**src/rtl/led_pattern_drv.sv**
```systemverilog
// Purpose : turns the 10-bit run counter into a board LED pattern (PASS/SCAN/BREATHE/BAR).
// Latency : cnt_in -> led_out is 2 clocks in every mode; mode requests apply on a PWM period boundary.
// Backpr. : none; cnt_in is sampled every cycle and mode_load is a fire-and-forget strobe.
//
// Ports:
//   clk, reset      system clock, synchronous active-high reset
//   cnt_in[9:0]     run counter from the upstream stage, may change any cycle
//   mode_in[1:0]    requested mode (0 PASS, 1 SCAN, 2 BREATHE, 3 BAR)
//   mode_load       one-cycle strobe capturing mode_in
//   led_out[9:0]    registered LED drive, 1 = lit
//   mode_cur[1:0]   mode currently applied
//   mode_ack        one-cycle pulse in the cycle after a mode is applied
module led_pattern_drv #(
    parameter int PWM_BITS = 8
) (
    input  logic       clk,
    input  logic       reset,
    input  logic [9:0] cnt_in,
    input  logic [1:0] mode_in,
    input  logic       mode_load,
    output logic [9:0] led_out,
    output logic [1:0] mode_cur,
    output logic       mode_ack
);

    localparam logic [1:0] MODE_PASS    = 2'd0;
    localparam logic [1:0] MODE_SCAN    = 2'd1;
    localparam logic [1:0] MODE_BREATHE = 2'd2;
    localparam logic [1:0] MODE_BAR     = 2'd3;

    localparam logic DIR_UP = 1'b0;
    localparam logic DIR_DN = 1'b1;

    logic [9:0]          cnt_q;
    logic [PWM_BITS-1:0] pwm_cnt_q;
    logic [PWM_BITS-1:0] pwm_cnt_d;
    logic [1:0]          mode_cur_q, mode_cur_d;
    logic                pend_vld_q, pend_vld_d;
    logic [1:0]          pend_mode_q, pend_mode_d;
    logic                mode_ack_q;
    logic [3:0]          pos_q, pos_d;
    logic                dir_q, dir_d;
    logic [9:0]          led_q, led_d;

    logic                step;
    logic                boundary;
    logic                apply;
    logic [1:0]          new_mode;
    logic [PWM_BITS-1:0] duty;
    logic [3:0]          bar_n;
    logic [9:0]          bar_pat;

    assign step      = (cnt_in != cnt_q);
    assign boundary  = &pwm_cnt_q;
    assign pwm_cnt_d = pwm_cnt_q + PWM_BITS'(1);

    // A load arriving in the boundary cycle itself bypasses the pending slot.
    assign apply    = boundary && (pend_vld_q || mode_load);
    assign new_mode = mode_load ? mode_in : pend_mode_q;

    always_comb begin
        pend_vld_d  = pend_vld_q;
        pend_mode_d = pend_mode_q;
        if (mode_load) begin
            pend_mode_d = mode_in;
        end
        if (apply) begin
            pend_vld_d = 1'b0;
        end else if (mode_load) begin
            pend_vld_d = 1'b1;
        end
        mode_cur_d = apply ? new_mode : mode_cur_q;
    end

    // Scan position: re-entry into SCAN restarts the sweep and wins over a step.
    always_comb begin
        pos_d = pos_q;
        dir_d = dir_q;
        if (apply && (new_mode == MODE_SCAN)) begin
            pos_d = 4'd0;
            dir_d = DIR_UP;
        end else if (step && (mode_cur_q == MODE_SCAN)) begin
            if (dir_q == DIR_UP) begin
                if (pos_q == 4'd9) begin
                    pos_d = 4'd8;
                    dir_d = DIR_DN;
                end else begin
                    pos_d = pos_q + 4'd1;
                end
            end else begin
                if (pos_q == 4'd0) begin
                    pos_d = 4'd1;
                    dir_d = DIR_UP;
                end else begin
                    pos_d = pos_q - 4'd1;
                end
            end
        end
    end

    // Breathing folds the counter's top bit into a triangle so brightness ramps up then down.
    assign duty  = cnt_q[9] ? ~cnt_q[8 -: PWM_BITS] : cnt_q[8 -: PWM_BITS];
    // Raw bar values 10..15 saturate to a full bar.
    assign bar_n = (cnt_q[9:6] > 4'd10) ? 4'd10 : cnt_q[9:6];

    always_comb begin
        for (int i = 0; i < 10; i++) begin
            bar_pat[i] = (4'(i) < bar_n);
        end
    end

    always_comb begin
        led_d = '0;
        case (mode_cur_q)
            MODE_PASS:    led_d = cnt_q;
            MODE_SCAN:    led_d = 10'd1 << pos_q;
            MODE_BREATHE: led_d = {10{pwm_cnt_q < duty}};
            MODE_BAR:     led_d = bar_pat;
            default:      led_d = '0;
        endcase
    end

    always_ff @(posedge clk) begin
        if (reset) begin
            cnt_q       <= '0;
            pwm_cnt_q   <= '0;
            mode_cur_q  <= MODE_PASS;
            pend_vld_q  <= 1'b0;
            pend_mode_q <= MODE_PASS;
            mode_ack_q  <= 1'b0;
            pos_q       <= 4'd0;
            dir_q       <= DIR_UP;
            led_q       <= '0;
        end else begin
            cnt_q       <= cnt_in;
            pwm_cnt_q   <= pwm_cnt_d;
            mode_cur_q  <= mode_cur_d;
            pend_vld_q  <= pend_vld_d;
            pend_mode_q <= pend_mode_d;
            mode_ack_q  <= apply;
            pos_q       <= pos_d;
            dir_q       <= dir_d;
            led_q       <= led_d;
        end
    end

    assign led_out  = led_q;
    assign mode_cur = mode_cur_q;
    assign mode_ack = mode_ack_q;

endmodule
```
**config.mk**
```make
export PLATFORM = sky130hd
export DESIGN_NAME = led_pattern_drv
export DESIGN_NICKNAME = d
export VERILOG_FILES = /design/src/rtl/led_pattern_drv.sv
export SDC_FILE = /design/constraint.sdc
export NUM_CORES = 1
export LEC_CHECK = 0
export BUFFER_PORTS_ARGS = -buffer_cell sky130_fd_sc_hd__buf_2
export CAP_MARGIN = 20
export CORE_MARGIN = 1.5
export CORE_UTILIZATION = 57
export DETAILED_ROUTE_END_ITERATION = 6
export HOLD_SLACK_MARGIN = 0.08
export PLACE_DENSITY = 0.86
export SLEW_MARGIN = 40
export SYNTH_ARGS = -nofsm -noshare
export SYNTH_HDL_FRONTEND = slang
export SYNTH_SLANG_ARGS = --single-unit
```
**constraint.sdc**
```tcl
create_clock -name clk -period 2.5 [get_ports clk]
set_input_delay 0 -clock clk [delete_from_list [all_inputs] [get_ports clk]]
set_output_delay 0 -clock clk [all_outputs]
set_load 0.1 [all_outputs]
```
==> impl_metrics.csv, run 1 <==
group,metric,value,unit
outcome,status,"finished, final reports clean",
sta,rsz0062_at_grt,"no",
sta,setup_tns,0,ps
worst_setup_path,slowest_delay,420,ps
synthesis,synth.ff_latch_count,39,
worst_setup_path,cp-end-kind,"register",
place,port_buffers,27,
synthesis,yosysSeqAreaShare,36.4,%
cells_and_area,fillCellCount,297,
routing,post_drt_wl_per_cell,14.1,um
power,combPwrFrac,15.6,%
place,dp_hpwl,3.39,mm
clocking,cts_tree,"done",
die,coreArea,0.00363,mm2
power,intPower,939,uW
sta,period_needed,2320,ps
power,clkPwrFrac,33.1,%
global_route,grt_util_all_layers,23.6,%
sta,drv_slew,0,
synthesis,syn_avg_cell_area,8.75,um2
routing,drt_iter0_markers,107,
clocking,clkLatencyLatePin,290,ps
die,start_util,59.0,%
cells_and_area,fin_util,69.8,%
worst_setup_path,cp-start-kind,"register",
clocking,h-tree-depth,2,
place,place_area,0.00230,mm2
synthesis,synthCells,245,
cells_and_area,drive_gt1_share,16.5,%
worst_setup_path,arrival,2520,ps
power,leakage,0.00101,uW
place,gp_congestion,1.02,
synthesis,syn-num-nets,272,
clocking,cts-root-buf,"clkbuf_8",
worst_setup_path,crit_family,"compound AO/OA/AOI/OAI gates",
die,rows,22,
sta,hold-worst-slack,78.6,ps
global_route,antenna_found_initial,0,
cells_and_area,final_area,0.00254,mm2
routing,ant_nets,0,
clocking,cts_buffers,5,
synthesis,synth_cell_types,47,
sta,fin_crit_sh,92.8,%
worst_setup_path,crit_top_cell,"ha_1",
sta,slew_headroom,48.4,%
sta,setup_viol_count_final,0,
clocking,clk_path_buf_depth,2,
worst_setup_path,path_max_fanout,10,
power,p_sw_share,27.4,%
worst_setup_path,cp_cell_sequence,"inv_1 > ha_1 > ha_1 > a2111oi_0 > o211ai_1 > a221oi_1",
global_route,grt_pass1_vias,1713,
power,seq_power_share,51.4,%
sta,fmax,431,MHz
power,power.total,1290,uW
die,dieArea,0.00414,mm2
global_route,grt_max_degree,19,
routing,drt_first_pass_iters,4,
clocking,cts_resized,0,
routing,drt-total-wl,4.69,mm
worst_setup_path,worst-endpoint-required,2700,ps
cells_and_area,final_nets,311,
clocking,cts.clk_slew.worst_paths,70,ps
routing,drc,0,
die,die_h,64.3,um
routing,viasPerCell,5.79,
synthesis,synth_area_leaders,"dfxtp_1 36%, ha_1 7.0%, nor2_1 5.3%",
hold_path,hold_class,"in2reg",
routing,via_count,1921,
power,switchingPower,354,uW
worst_setup_path,criticalPathCategory,"reg2reg",
worst_setup_path,path_buf_inv,1,
synthesis,yosys.area.top_type,"dfxtp_1",
die,die_w,64.3,um
power,p_per_area,510,mW/mm2
synthesis,netlist.area_leader.share,36.4,%
global_route,grt_overflow,0,
global_route,grt_pass1_wl,7.61,mm
sta,hold_viol_final,0,
run,maxCapViolCount,0,
sta,worst_pin_slew,770,ps
worst_setup_path,slowest_stage,"a2111oi_0",
cells_and_area,n_antenna_cell,0,
die,io_pins,28,
sta,clock_skew,4.39,ps
power,ir_drop,0.276,mV
synthesis,yosysWarnings,0,
cells_and_area,area_growth,18.3,%
clocking,cts.sinks,39,
synthesis,synth_area,0.00214,mm2
clocking,post_cts_buffers,0,
-- state kept, by name, indices dropped and copies added (netlist names) --
signal	cells
mode_ack	1
pwm_cnt_q	8
pos_q	4
pend_vld_q	1
led_out	10
cnt_q	10
dir_q	1
mode_cur	2
pend_mode_q	2
-- layout make-up --
cell class,count,area [um2],share of cell area [%]
clock buffer,6,82.6,3.26
clock inverter,1,5.00,0.197
inverter,7,26.3,1.04
multi-input combinational,184,1260,49.6
sequential,39,781,30.8
tap,48,60.1,2.37
timing repair buffer,47,323,12.7
-- routing by layer --
metal	up-vias	wire (um)	track usage [%]
met3	9	237	4.93
met5	-	0	0
met2	61	2290	40.2
met1	898	2090	28.8
li1	953	-	-
met4	0	70	9.57
-- power by group through the flow --
stage / Sequential, uW / Clock, uW / Combinational, uW
after global placement: 678 / 0 / 176
after floorplan: 717 / 0 / 99.6
final: 664 / 428 / 201
after CTS: 664 / 432 / 200
after global routing: 667 / 463 / 218
after detailed placement: 679 / 0 / 181
-- cell usage in the layout, fill, tap and decap left out, types with 8 or more instances in the layout --
| cell type | instances |
|---|---|
| dfxtp_1 | 39 |
| nor2_1 | 30 |
| buf_2 | 27 |
| dlygate4sd3_1 | 15 |
| nand2_1 | 13 |
| a21oi_1 | 13 |
| nor2b_1 | 13 |
| xor2_1 | 12 |
| ha_1 | 12 |
| a311oi_1 | 10 |
| xnor2_1 | 9 |
| o21ai_0 | 8 |
-- worst register-to-register path: cells and delay by family (launching register included) --
family                     cells  cell delay (ps)
adders and majority gates      2              590
AOI/OAI and AO/OA              3             1210
DFF                            1              330
buffers and inverters          1               80
-- path summary, 6_finish.rpt --
| check | startpoint | end | slack, ps | cells after the start |
|---|---|---|---|---|
| worst max-delay path | cnt_q[8] | led_out[7] | 180 | 6 |
| worst min-delay path | mode_load | mode_cur[0] | 80 | 3 |
| worst max register to register | cnt_q[8] | led_out[7] | 180 | 6 |
| worst min register to register | pwm_cnt_q[0] | pwm_cnt_q[0] | 460 | 1 |
-- timing repair --
item                       in CTS  in global routing
setup endpoints to repair       0                  0
hold buffers                   15                  0
hold endpoints to repair       17                  0
-- per-stage QoR --
step | cells | worst slack, ps
final | 332 | 180
after global routing | 332 | 81.9
after CTS | 332 | 184
after detailed placement | 310 | 203
after global placement | 310 | 372
after floorplan | 245 | 242
-- cell usage after synthesis (all sizes together) --
| master | instances |
|---|---|
| o2111ai | 1 |
| nor3 | 6 |
| nand2b | 4 |
| xnor2 | 9 |
| nand4b | 1 |
| nor2b | 13 |
| ha | 12 |
| a211o | 2 |
| a41oi | 1 |
| buf | 6 |
| o21ai | 8 |
| and2 | 2 |
| a2111oi | 2 |
| a311oi | 10 |
| nor4b | 1 |
| inv | 7 |
| nand3 | 6 |
| a211oi | 6 |
| nor2 | 30 |
| a21oi | 13 |
| or4b | 1 |
| or2 | 1 |
| nand2 | 13 |
| a31oi | 4 |
| clkbuf | 9 |
| or3 | 2 |
| xor2 | 14 |
| nand4 | 1 |
| nor4 | 5 |
| a21o | 5 |
| mux2i | 1 |
| o22ai | 3 |
| dfxtp | 39 |
| a21boi | 1 |
| a32oi | 1 |
| o21bai | 1 |
| a221oi | 1 |
| o32a | 1 |
| and3 | 1 |
| o211ai | 1 |
-- cell families (layout without fill, tap and decap cells) --
group / count (synthesis) / after routing / share of synthesized area [%]
flops: 39 / 39 / 36.4
fa+ha+maj: 12 / 12 / 7.00
xor+xnor: 23 / 23 / 10.1
simple gates: 87 / 87 / 20.7
buf+inv: 22 / 61 / 4.90
mux: 1 / 1 / 0.467
compound gates: 61 / 61 / 20.5
No activity file was read; power rests on OpenSTA's default activity.
==> run 2, diff against run 1 <==
--- a/config.mk
+++ b/config.mk
@@ -8,10 +8,10 @@
 export BUFFER_PORTS_ARGS = -buffer_cell sky130_fd_sc_hd__buf_2
 export CAP_MARGIN = 20
 export CORE_MARGIN = 1.5
-export CORE_UTILIZATION = 57
+export CORE_UTILIZATION = 60
 export DETAILED_ROUTE_END_ITERATION = 6
 export HOLD_SLACK_MARGIN = 0.08
-export PLACE_DENSITY = 0.86
+export PLACE_DENSITY = 0.89
 export SLEW_MARGIN = 40
 export SYNTH_ARGS = -nofsm -noshare
 export SYNTH_HDL_FRONTEND = slang
==> constraint.sdc (replaced) <==
create_clock -name clk -period 3 [get_ports clk]
set_input_delay 0 -clock clk [delete_from_list [all_inputs] [get_ports clk]]
set_output_delay 0 -clock clk [all_outputs]
set_load 0.1 [all_outputs]
==> run 2 against run 1 <==
Worst setup slack gained 340 ps; hold slack gained 37 ps; global-route usage grew 2.0 points; critical path type unchanged; largest power group unchanged.
==> impl_metrics.csv, run 2 (same netlist as run 1, synthesis figures left out) <==
group,metric,value,unit
routing,drt_iter0_markers,115,
global_route,grt_pass1_vias,1749,
hold_path,hold_class,"in2reg",
sta,rsz0062_at_grt,"no",
power,combPwrFrac,16.4,%
worst_setup_path,criticalPathCategory,"reg2reg",
clocking,cts.clk_slew.worst_paths,130,ps
hold_path,holdPathEnd,"pwm_cnt_q[0]",
power,p_sw_share,30.4,%
die,io_pins,28,
cells_and_area,drive_gt1_share,16.0,%
routing,drc,0,
global_route,grt_max_degree,36,
cells_and_area,multi_input_comb_area,0.00126,mm2
die,die_h,62.8,um
cells_and_area,final_nets,308,
cells_and_area,final_common_cell,"dfxtp_1",
routing,drt-total-wl,4.69,mm
hold_path,min_path_cells,2,
power,p_per_area,399,mW/mm2
clocking,cts-root-buf,"clkbuf_4",
worst_setup_path,cp-start-kind,"register",
routing,ant_nets,0,
worst_setup_path,ff2ff_path_depth,7,
die,die_w,62.8,um
routing,via_count,1938,
die,dieArea,0.00394,mm2
sta,drv_slew,0,
cells_and_area,fin_util,73.1,%
global_route,grt_pass1_wl,7.83,mm
global_route,grt_util_all_layers,25.6,%
clocking,clk_path_buf_depth,2,
die,start_util,63.3,%
hold_path,hp-start,"reset",
global_route,grt_overflow,0,
place,port_buffers,27,
worst_setup_path,path_max_fanout,10,
worst_setup_path,startpoint,"cnt_q[8]",
power,leakage,0.000980,uW
routing,post_drt_wl_per_cell,14.3,um
power,ir_drop,0.290,mV
sta,fmax,403,MHz
sta,period_needed,2480,ps
worst_setup_path,rrSetupSlack,520,ps
power,clkPwrFrac,27.4,%
routing,viasPerCell,5.91,
sta,hold_viol_final,0,
clocking,cts.sinks,39,
sta,setup_viol_count_final,0,
sta,clock_skew,13.5,ps
worst_setup_path,reg2reg_from,"cnt_q[8]",
worst_setup_path,r2r_end,"led_out[7]",
worst_setup_path,cp-end-kind,"register",
place,dp_hpwl,3.29,mm
cells_and_area,n_antenna_cell,0,
clocking,clkLatencyLatePin,360,ps
outcome,status,"finished, final reports clean",
power,switchingPower,301,uW
cells_and_area,fillCellCount,242,
die,rows,21,
sta,worst_pin_slew,600,ps
die,coreArea,0.00339,mm2
cells_and_area,area_growth,15.6,%
sta,setup_tns,0,ps
clocking,cts_buffers,5,
cells_and_area,mostFrequentLayoutCells,"39 x dfxtp_1, 30 x nor2_1, 28 x buf_2",
sta,slew_headroom,59.7,%
power,seq_power_share,56.3,%
place,gp_congestion,0.936,
global_route,antenna_found_initial,0,
clocking,h-tree-depth,2,
worst_setup_path,worst-endpoint-required,3280,ps
worst_setup_path,arrival,2760,ps
cells_and_area,regArea,781,um2
sta,fin_crit_sh,82.6,%
run,maxCapViolCount,0,
routing,drt_first_pass_iters,5,
power,intPower,688,uW
clocking,cts_tree,"done",
==> run 2: cell count changes in the layout (fill, tap and decap cells not counted) <==
cell | before | now
buf_2 | 27 | 28
buf_4 | 5 | 1
clkbuf_4 | 0 | 5
clkbuf_8 | 6 | 0
clkinvlp_4 | 0 | 2
==> run 2: cell type report <==
cell class	count	share of cell area, %
Clock inverter	3	0.808
Timing Repair Buffer	44	12.0
Inverter	7	1.06
Multi-Input combinational cell	184	50.8
Clock buffer	5	1.51
Tap cell	46	2.32
Sequential cell	39	31.5
==> run 2: worst max-delay path: stages, from the launching register on <==
cell and delay (ps):
dfxtp_1 560, inv_1 160, ha_1 320, ha_1 290, a2111oi_0 360, o211ai_1 230
buf_2 230, a221oi_1 260
==> run 2: what timing repair did <==
item,in CTS,in global routing
hold buffers,15,0
hold endpoints to repair,15,0
buffers inserted,0,0
gates resized for setup,0,0
==> run 2: stage by stage <==
step	area (um2)	setup WS, ps	std cells	power (uW)	hold slack, ps
after global routing	2480	350	328	1030	136
final	2480	521	328	989	116
after CTS	2470	489	327	993	116
after detailed placement	2270	503	304	713	248
after global placement	2270	613	304	707	238
after floorplan	2140	742	245	681	128
==> run 2: worst max-delay path by stage <==
| stage | slack (ps) | cells after the start | to |
|---|---|---|---|
| 4_1_cts | 490 | 6 | led_out[7] |
| 3_3_place_gp | 610 | 6 | led_out[7] |
| 2_1_floorplan | 740 | 5 | pos_q[3] |
| 3_5_place_dp | 500 | 6 | led_out[7] |
| 5_1_grt | 350 | 7 | led_out[7] |
| 6_report | 520 | 7 | led_out[7] |
==> run 2: power by group through the flow <==
stage | logic [uW] | registers (uW) | clock network [uW]
floorplan | 83.0 | 598 | 0
global placement | 141 | 566 | 0
detailed placement | 145 | 568 | 0
CTS | 161 | 556 | 276
global route | 176 | 560 | 299
finish | 162 | 557 | 271
==> run 2: layer usage <==
| metal | wire [um] | GRT usage [%] | part of all wire (%) | up-vias |
|---|---|---|---|---|
| met5 | 0 | 0 | 0 | - |
| met4 | 142 | 11.4 | 3.0 | 0 |
| met3 | 324 | 5.59 | 6.9 | 13 |
| met2 | 2190 | 41.4 | 47 | 89 |
| met1 | 2030 | 32.8 | 43 | 887 |
| li1 | - | - | - | 949 |
==> run 3, diff against run 2 <==
--- a/config.mk
+++ b/config.mk
@@ -8,10 +8,10 @@
 export BUFFER_PORTS_ARGS = -buffer_cell sky130_fd_sc_hd__buf_2
 export CAP_MARGIN = 20
 export CORE_MARGIN = 1.5
-export CORE_UTILIZATION = 60
+export CORE_UTILIZATION = 52
 export DETAILED_ROUTE_END_ITERATION = 6
 export HOLD_SLACK_MARGIN = 0.08
-export PLACE_DENSITY = 0.89
+export PLACE_DENSITY = 0.83
 export SLEW_MARGIN = 40
 export SYNTH_ARGS = -nofsm -noshare
 export SYNTH_HDL_FRONTEND = slang
==> constraint.sdc (replaced) <==
create_clock -name clk -period 2.25 [get_ports clk]
set_input_delay 0 -clock clk [delete_from_list [all_inputs] [get_ports clk]]
set_output_delay 0 -clock clk [all_outputs]
set_load 0.1 [all_outputs]
==> run 3 against run 2 <==
Critical path type unchanged; die area rose by 15%; largest power group unchanged; sequential share of layout area fell by 2.6 points; via count grew 4.6%; combinational power rose by 53%; hold slack improved by 360 ps; utilization shrank 4.9 points; first-iteration DRC count is 95% higher; worst setup slack lost 400 ps; final area grew 9.3%; wire length is 10% higher; register-to-register slack worse by 400 ps; clock skew down 4.2 ps.
==> impl_metrics.csv, run 3 (same netlist as run 1, synthesis figures left out) <==
group,metric,value,unit
clocking,cts.clk_slew.worst_paths,80,ps
die,die_w,67.2,um
sta,fin_crit_sh,94.5,%
worst_setup_path,slowest_stage,"dfxtp_1",
sta,setup_viol_count_final,0,
routing,ant_nets,0,
worst_setup_path,worst-endpoint-required,2450,ps
clocking,clkLatencyLatePin,300,ps
routing,post_drt_wl_per_cell,14.8,um
worst_setup_path,criticalPathCategory,"reg2reg",
place,dp_hpwl,3.39,mm
worst_setup_path,arrival,2320,ps
die,dieArea,0.00452,mm2
power,p_sw_share,27.3,%
sta,finalWorstSetupSlack,123,ps
place,dpl.cell_count,314,
power,clkPwrFrac,38.0,%
power,leakage,0.00110,uW
global_route,grt_pass1_vias,1828,
clocking,clk_path_buf_depth,2,
cells_and_area,area_growth,26.4,%
worst_setup_path,cp-start-kind,"register",
sta,setup_tns,0,ps
global_route,grt_overflow,0,
run,maxCapViolCount,0,
worst_setup_path,path_max_fanout,10,
sta,fmax,470,MHz
worst_setup_path,slowest_delay,420,ps
sta,clock_skew,9.36,ps
sta,hold_viol_final,0,
sta,slew_headroom,68.3,%
place,gp_congestion,0.968,
hold_path,hold_class,"reg2reg",
die,rows,23,
worst_setup_path,cp-end-kind,"register",
outcome,status,"finished, final reports clean",
routing,drt_first_pass_iters,5,
worst_setup_path,cp_cell_sequence,"ha_2 > ha_1 > a2111oi_2 > o211ai_1 > buf_4 > a311oi_1",
clocking,cts.sinks,39,
clocking,cts_tree,"done",
clocking,h-tree-depth,2,
cells_and_area,final_common_cell,"dfxtp_1",
cells_and_area,final_cell_count_no_fill,349,
clocking,cts-root-buf,"clkbuf_8",
place,port_buffers,27,
routing,drt-total-wl,5.17,mm
global_route,grt_pass1_wl,8.34,mm
routing,drt_iter0_markers,224,
power,ir_drop,0.525,mV
clocking,cts_buffers,5,
sta,drv_slew,0,
die,io_pins,28,
cells_and_area,final_area,0.00271,mm2
sta,worst_pin_slew,472,ps
power,switchingPower,432,uW
cells_and_area,n_antenna_cell,0,
routing,via_count,2028,
cells_and_area,fin_util,68.2,%
power,combPwrFrac,15.6,%
place,post-place-ws,30.1,ps
power,seq_power_share,46.4,%
place,place_area,0.00232,mm2
global_route,antenna_found_initial,0,
die,die_h,67.2,um
sta,rsz0062_at_grt,"no",
die,start_util,54.0,%
global_route,grt_util_all_layers,25.0,%
sta,period_needed,2130,ps
cells_and_area,drive_gt1_share,18.1,%
global_route,grt_max_degree,23,
routing,viasPerCell,5.81,
worst_setup_path,ff2ff_path_depth,6,
die,coreArea,0.00397,mm2
cells_and_area,final_nets,325,
power,intPower,1150,uW
cells_and_area,mostFrequentLayoutCells,"38 x dfxtp_1, 30 x nor2_1, 27 x buf_2",
hold_path,min_path_cells,1,
routing,drc,0,
power,p_per_area,584,mW/mm2
run 3: changes by cell type in the layout (fill, tap and decap cells not counted), sizes merged:
| cell | previous run | this run |
|---|---|---|
| dlygate4sd3 | 15 | 26 |
| buf | 29 | 35 |
| bufinv | 0 | 1 |
| clkinv | 1 | 0 |
| clkinvlp | 2 | 1 |
| inv | 7 | 8 |
run 3: worst paths after layout:
path | from | end | slack (ps)
worst max-delay path | cnt_q[9] | led_out[1] | 120
worst min-delay path | pwm_cnt_q[0] | pwm_cnt_q[0] | 470
worst max register to register | cnt_q[9] | led_out[1] | 120
worst min register to register | pwm_cnt_q[0] | pwm_cnt_q[0] | 470
run 3: power by group through the flow:
| stage | sequential, uW | combinational (uW) | clock, uW |
|---|---|---|---|
| after global routing | 738 | 269 | 650 |
| after floorplan | 797 | 111 | 0 |
| after detailed placement | 750 | 208 | 0 |
| after CTS | 734 | 244 | 616 |
| final | 734 | 248 | 601 |
| after global placement | 750 | 202 | 0 |
run 3: final cells by class:
cell class	count	area (um2)
inverter	7	26.3
clock buffer	5	68.8
clock inverter	3	46.3
fill	321	1260
tap	50	62.6
multi-input combinational	184	1270
sequential	39	782
timing repair buffer	61	455
run 3: stage by stage:
stage / total power [uW] / hold slack [ps]
3_3_place_gp: 951 / 238
6_report: 1580 / 472
4_1_cts: 1590 / 474
5_1_grt: 1660 / 519
2_1_floorplan: 908 / 128
3_5_place_dp: 958 / 246
run 3: metal layers:
metal	GRT usage, %	wire, um
met3	8.17	412
met1	30.4	2040
met5	0	0
met4	12.0	193
met2	39.7	2530
run 3: repair_timing:
item	in CTS	in global routing
gates resized for setup	0	4
pin swaps	1	0
hold buffers	26	0
buffers inserted	1	0
hold endpoints to repair	16	0
endpoints found under the setup margin	8	10
run 3: critical path: cells and delay by family, from the launching register on:
family | cells | cell delay [ps]
compound gates | 3 | 790
fa+ha+maj | 2 | 620
buf+inv | 1 | 190
flops | 1 | 420
